[config.mk]
export PLATFORM = sky130hd
export DESIGN_NAME = seq_detect_param
export DESIGN_NICKNAME = d
export VERILOG_FILES = /design/src/rtl/seq_detect_pkg.sv /design/src/rtl/sat_counter.sv /design/src/rtl/seq_detect_param.sv
export SDC_FILE = /design/constraint.sdc
export NUM_CORES = 1
export LEC_CHECK = 0
export ABC_CLOCK_PERIOD_IN_PS = 3900
export CAP_MARGIN = 25
export CORE_AREA = 2 2 47 49
export CTS_CLUSTER_DIAMETER = 120
export DETAILED_ROUTE_END_ITERATION = 8
export DIE_AREA = 0 0 49 51
export PLACE_DENSITY = 0.86
export SLEW_MARGIN = 20
export SYNTH_ARGS = -nofsm -noshare
export SYNTH_HDL_FRONTEND = slang
export SYNTH_SLANG_ARGS = --single-unit
[constraint.sdc]
create_clock -name clk -period 3.9 [get_ports clk]
set_input_delay 0.78 -clock clk [delete_from_list [all_inputs] [get_ports clk]]
set_output_delay 0.78 -clock clk [all_outputs]
set_load 0.005 [all_outputs]
[src/rtl/seq_detect_pkg.sv]
`default_nettype none
// ============================================================================
//  Module      : seq_detect_pkg
//  Description : Shared limits, mode encodings and sizing helper for the
//                parameterised serial sequence detector.
//  Revision    : 1.0 - initial release
// ============================================================================
package seq_detect_pkg;

    // Legal pattern-length range
    localparam int WIDTH_MIN = 2;
    localparam int WIDTH_MAX = 16;

    // Output timing modes
    localparam int MODE_MEALY = 0;
    localparam int MODE_MOORE = 1;

    // Bits needed to hold a fill count in the range 0..width
    function automatic int fill_bits(input int width);
        return $clog2(width + 1);
    endfunction

endpackage
`default_nettype wire

[src/rtl/sat_counter.sv]
`default_nettype none
// ============================================================================
//  Module      : sat_counter
//  Description : Saturating up-counter with a sticky flag that rises when
//                the count reaches all-ones and holds until reset.
//  Revision    : 1.0 - initial release
// ============================================================================
module sat_counter
    import seq_detect_pkg::*;
#(
    parameter int W = 8
) (
    input  logic         clk,
    input  logic         reset,
    input  logic         inc,
    output logic [W-1:0] cnt,
    output logic         sat
);

    logic [W-1:0] cnt_q;
    logic [W-1:0] cnt_d;
    logic         sat_q;
    logic         sat_d;

    // Next count: step on inc, stop at all-ones; flag follows the new count
    always_comb begin
        cnt_d = cnt_q;
        if (inc && (cnt_q != {W{1'b1}})) begin
            cnt_d = cnt_q + 1'b1;
        end
        sat_d = sat_q | (cnt_d == {W{1'b1}});
    end

    // Count and sticky flag registers
    always_ff @(posedge clk) begin
        if (reset) begin
            cnt_q <= '0;
            sat_q <= 1'b0;
        end else begin
            cnt_q <= cnt_d;
            sat_q <= sat_d;
        end
    end

    assign cnt = cnt_q;
    assign sat = sat_q;

endmodule
`default_nettype wire

[src/rtl/seq_detect_param.sv]
`default_nettype none
// ============================================================================
//  Module      : seq_detect_param
//  Description : Serial pattern detector with loadable pattern, selectable
//                overlapping/non-overlapping matching, Mealy or Moore output
//                and a saturating match counter.
//  Revision    : 1.0 - initial release
// ============================================================================
module seq_detect_param
    import seq_detect_pkg::*;
#(
    parameter int               WIDTH   = 4,
    parameter int               OVERLAP = 1,
    parameter int               MOORE   = MODE_MEALY,
    parameter int               CNT_W   = 8,
    parameter logic [WIDTH-1:0] DEF_PAT = WIDTH'(4'b1001)
) (
    input  logic             clk,
    input  logic             reset,
    input  logic             in,
    input  logic             en,
    input  logic             load,
    input  logic [WIDTH-1:0] pat_in,
    output logic             out,
    output logic [CNT_W-1:0] match_cnt,
    output logic             cnt_sat
);

    localparam int               FILL_W    = fill_bits(WIDTH);
    localparam logic [FILL_W-1:0] FILL_FULL = FILL_W'(WIDTH);
    localparam logic [FILL_W-1:0] FILL_THR  = FILL_W'(WIDTH - 1);

    // Only the newest WIDTH-1 bits are kept: the oldest bit of a WIDTH-bit
    // window is shifted out in the same cycle the window is compared, so it
    // never takes part in a match and would be a dead flop.
    logic [WIDTH-2:0]  hist_q;
    logic [WIDTH-2:0]  hist_d;
    logic [FILL_W-1:0] fill_q;
    logic [FILL_W-1:0] fill_d;
    logic [WIDTH-1:0]  pat_q;
    logic [WIDTH-1:0]  pat_d;
    logic [WIDTH-1:0]  window;
    logic              match;

    // Candidate window and match decision for the bit on `in` this cycle
    always_comb begin
        window = {hist_q, in};
        match  = en & ~load & (fill_q >= FILL_THR) & (window == pat_q);
    end

    // History, fill and pattern next-state; load wins over shifting
    always_comb begin
        hist_d = hist_q;
        fill_d = fill_q;
        pat_d  = pat_q;
        if (load) begin
            pat_d  = pat_in;
            hist_d = '0;
            fill_d = '0;
        end else if (en) begin
            hist_d = window[WIDTH-2:0];
            if (match && (OVERLAP == 0)) begin
                // Non-overlapping: the next match must be built from fresh bits
                fill_d = '0;
            end else if (fill_q != FILL_FULL) begin
                fill_d = fill_q + 1'b1;
            end
        end
    end

    // History, fill and pattern registers
    always_ff @(posedge clk) begin
        if (reset) begin
            hist_q <= '0;
            fill_q <= '0;
            pat_q  <= DEF_PAT;
        end else begin
            hist_q <= hist_d;
            fill_q <= fill_d;
            pat_q  <= pat_d;
        end
    end

    generate
        if (MOORE == MODE_MOORE) begin : g_moore
            logic out_q;
            logic out_d;

            // Registered indication: one cycle after the final pattern bit
            always_comb begin
                out_d = match;
            end

            // Output register
            always_ff @(posedge clk) begin
                if (reset) begin
                    out_q <= 1'b0;
                end else begin
                    out_q <= out_d;
                end
            end

            assign out = out_q;
        end else begin : g_mealy
            assign out = match;
        end
    endgenerate

    sat_counter #(
        .W (CNT_W)
    ) u_sat_counter (
        .clk   (clk),
        .reset (reset),
        .inc   (match),
        .cnt   (match_cnt),
        .sat   (cnt_sat)
    );

endmodule
`default_nettype wire

==> results.sh <==
export IMPL_start_kind="primary input"
export IMPL_ys_seq_area_share_pct=37.3
export IMPL_drt_total_wl_um=1960
export IMPL_grt_use_met1_pct=19.5
export IMPL_htree_levels=1
export IMPL_grt_pass1_vias=815
export IMPL_pwr_share_seq_pct=60.9
export IMPL_num_rows=17
export IMPL_grt_busiest_layer="met2"
export IMPL_period_share_pct=89.4
export IMPL_gr_usage_met3_pct=3.51
export IMPL_synth_top_area_share_pct=37.3
export IMPL_synthTopCellsByArea="dfxtp_1 37%, mux2i_1 5.9%, nor2_1 5.2%"
export IMPL_core_area_um2=2060
export IMPL_die_w_um=49
export IMPL_cp_top_family="buffers and inverters"
export IMPL_synthMostInstantiatedCell="dfxtp_1"
export IMPL_pin_count=19
export IMPL_crit_path_end="out"
export IMPL_worst_path_max_delay_cell="clkdlybuf4s50_1"
export IMPL_cap_violations=0
export IMPL_yosys_cell_types_count=35
export IMPL_syn2layout_area_growth_pct=21.7
export IMPL_start_util_pct=49.4
export IMPL_clockBufferDepth=2
export IMPL_cp_num_cells=5
export IMPL_timing_critical_path_mode_cell="clkdlybuf4s50_1"
export IMPL_first_pass_iters=4
export IMPL_setup_tns_final_ns=0
export IMPL_hp_class="reg -> reg"
export IMPL_ctsHoldBuffers=0
export IMPL_hpwl_um=1510
export IMPL_setup_viol=0
export IMPL_status="finished, final reports clean"
export IMPL_worst_path_max_fanout=6
export IMPL_design_area_um2=1240
export IMPL_clock_root_buffer="clkbuf_4"
export IMPL_fill_cells=192
export IMPL_path_cells="clkdlybuf4s50_1 -> inv_2 -> or3_1 -> nor3_1 -> clkdlybuf4s50_1"
export IMPL_gr_usage_met2_pct=30.8
export IMPL_syn_avg_cell_area_um2=8.57
export IMPL_comb_power_share_pct=9.9
export IMPL_switching_share_pct=22.8
export IMPL_num_antenna_cells=0
export IMPL_finClkSkew_ns=0.00316
export IMPL_p_sw_w=0.0000754
export IMPL_r2r_end="u_sat_counter.sat"
export IMPL_synth_cells=119
export IMPL_synth_edff_count=0
export IMPL_drive_above_1_share_pct=5.19
export IMPL_antenna_found_initial=0
export IMPL_drt_iter0_markers=19
export IMPL_synth_nets=132
export IMPL_post_cts_buffers=0
export IMPL_gp_congestion=0.915
export IMPL_grt_usage_pct=17.2
export IMPL_wl_per_cell_um=12.0
export IMPL_cp_data_arrival_time_ns=2.71
export IMPL_crit_path_max_incr_delay_ns=0.60
export IMPL_port_buffers=18
export IMPL_yosysWarnings=0
export IMPL_cts_tree="yes"
export IMPL_drc=0
export IMPL_slew_viol_final=0
export IMPL_fp_dieH_um=51
export IMPL_p_clk_share_pct=29.3
export IMPL_finalHoldViolations=0
export IMPL_numCtsBuffers=3
export IMPL_drt_vias_per_instance=5.53
export IMPL_r2r_slack_ns=1.72
export IMPL_power_leakage_nw=0.458
export IMPL_cts_resized_gates=0
export IMPL_crit_start="en"
export IMPL_synth_top_area_cell="dfxtp_1"
export IMPL_period_minus_slack_ns=3.49
export IMPL_grt_pass1_wl_um=3330
export IMPL_worstMarginPinSlew_ns=0.637
export IMPL_clk_latency_ns=0.29
export IMPL_fmax_ghz=0.287
export IMPL_rsz0062_at_grt="no"
export IMPL_drtAntennaViolNets=0
export IMPL_powerDensity_nw_per_um2=266
export IMPL_cp_num_buf_inv=3
export IMPL_syn_area_um2=1020
export IMPL_ys_flop_type="dfxtp_1"
export IMPL_async_flop_share_pct=0
export IMPL_relSlewSlack_pct=57.2
export IMPL_path_clk_slew_ns=0.10
export IMPL_intPower_w=0.000255
export IMPL_clock_sinks=19
export IMPL_dr_total_vias=901
export IMPL_overflow=0
export IMPL_rr_worst_depth=7
export IMPL_grt_max_degree=15
export IMPL_end_kind="output pin"
export IMPL_fin_nets=149
export IMPL_dieArea_um2=2500
export IMPL_required_ns=3.12
export IMPL_rr_startpoint="fill_q[0]"
export IMPL_yosys_top_cells_count="19 x dfxtp_1, 14 x nor2_1"
export IMPL_ys_ff_latch=19
export IMPL_ir_drop_mv=0.175
export IMPL_placed_area_um2=1210
export IMPL_path_class="in -> out"
[cell families (layout without fill, tap and decap cells)]
family	count (synthesis)	after routing	synth area share (%)
flops	19	19	37.3
xor+xnor	9	9	7.73
compound gates	18	18	12.1
buf+inv	12	28	4.54
simple gates	51	51	27.5
mux	6	6	5.89
fa+ha+maj	4	4	4.91
[placed cells by master (no fill, tap or decap), types with 4 or more instances in the layout]
cell type	count
dfxtp_1	19
clkdlybuf4s50_1	18
nor2_1	14
xnor2_1	6
nand3_1	6
mux2i_1	6
nand2_1	5
a21oi_1	5
inv_1	4
nand2b_1	4
ha_1	4
[final cells by class]
class | instances | area, um2 | area share, %
multi-input combinational | 88 | 593 | 47.8
sequential | 19 | 380 | 30.6
timing repair buffer | 19 | 188 | 15.1
tap | 28 | 35.0 | 2.82
clock buffer | 4 | 26.3 | 2.12
inverter | 5 | 18.8 | 1.51
[power by group through the flow]
stage	combinational [W]	sequential, W	clock (W)
global placement	0.0000313	0.000205	0
detailed placement	0.0000326	0.000205	0
finish	0.0000325	0.000201	0.0000966
floorplan	0.0000197	0.000205	0
global route	0.0000360	0.000201	0.000112
CTS	0.0000327	0.000201	0.000100
[worst min path at each step]
stage | from | end | slack, ns | cells past startpoint
floorplan | u_sat_counter.sat | u_sat_counter.sat | 0.45 | 2
global placement | u_sat_counter.sat | u_sat_counter.sat | 0.45 | 2
detailed placement | u_sat_counter.sat | u_sat_counter.sat | 0.45 | 2
CTS | u_sat_counter.sat | u_sat_counter.sat | 0.47 | 2
global route | u_sat_counter.sat | u_sat_counter.sat | 0.52 | 2
finish | u_sat_counter.sat | u_sat_counter.sat | 0.47 | 2
[sequential cells by signal, summed over array words and instances (netlist names)]
| signal | count |
|---|---|
| fill_q | 3 |
| hist_q | 3 |
| pat_q | 4 |
| u_sat_counter.cnt | 8 |
| u_sat_counter.sat | 1 |
[metrics by stage]
stage	utilization (%)	setup WS [ns]	std cells	power [W]	hold slack, ns
floorplan	-	1.35	119	0.000224	0.451
global placement	58.9	0.451	159	0.000237	0.450
detailed placement	58.9	0.410	159	0.000238	0.449
CTS	60.2	0.402	163	0.000334	0.473
global route	60.2	0.315	163	0.000350	0.520
finish	60.2	0.414	163	0.000330	0.468
[worst reg2reg max path, stage by stage (launching register included)]
cell     delay (ns)
dfxtp_1        0.40
ha_1           0.18
ha_1           0.15
a211o_1        0.13
nand4_1        0.19
or4_4          0.54
mux2i_1        0.15
o41ai_1        0.35
[metal layers]
layer / vias to the layer above / wire, um
met4: 0 / 48
met5: - / 0
li1: 460 / -
met3: 7 / 77
met1: 409 / 847
met2: 25 / 985
Note: power is estimated with default switching activity, not from simulation.
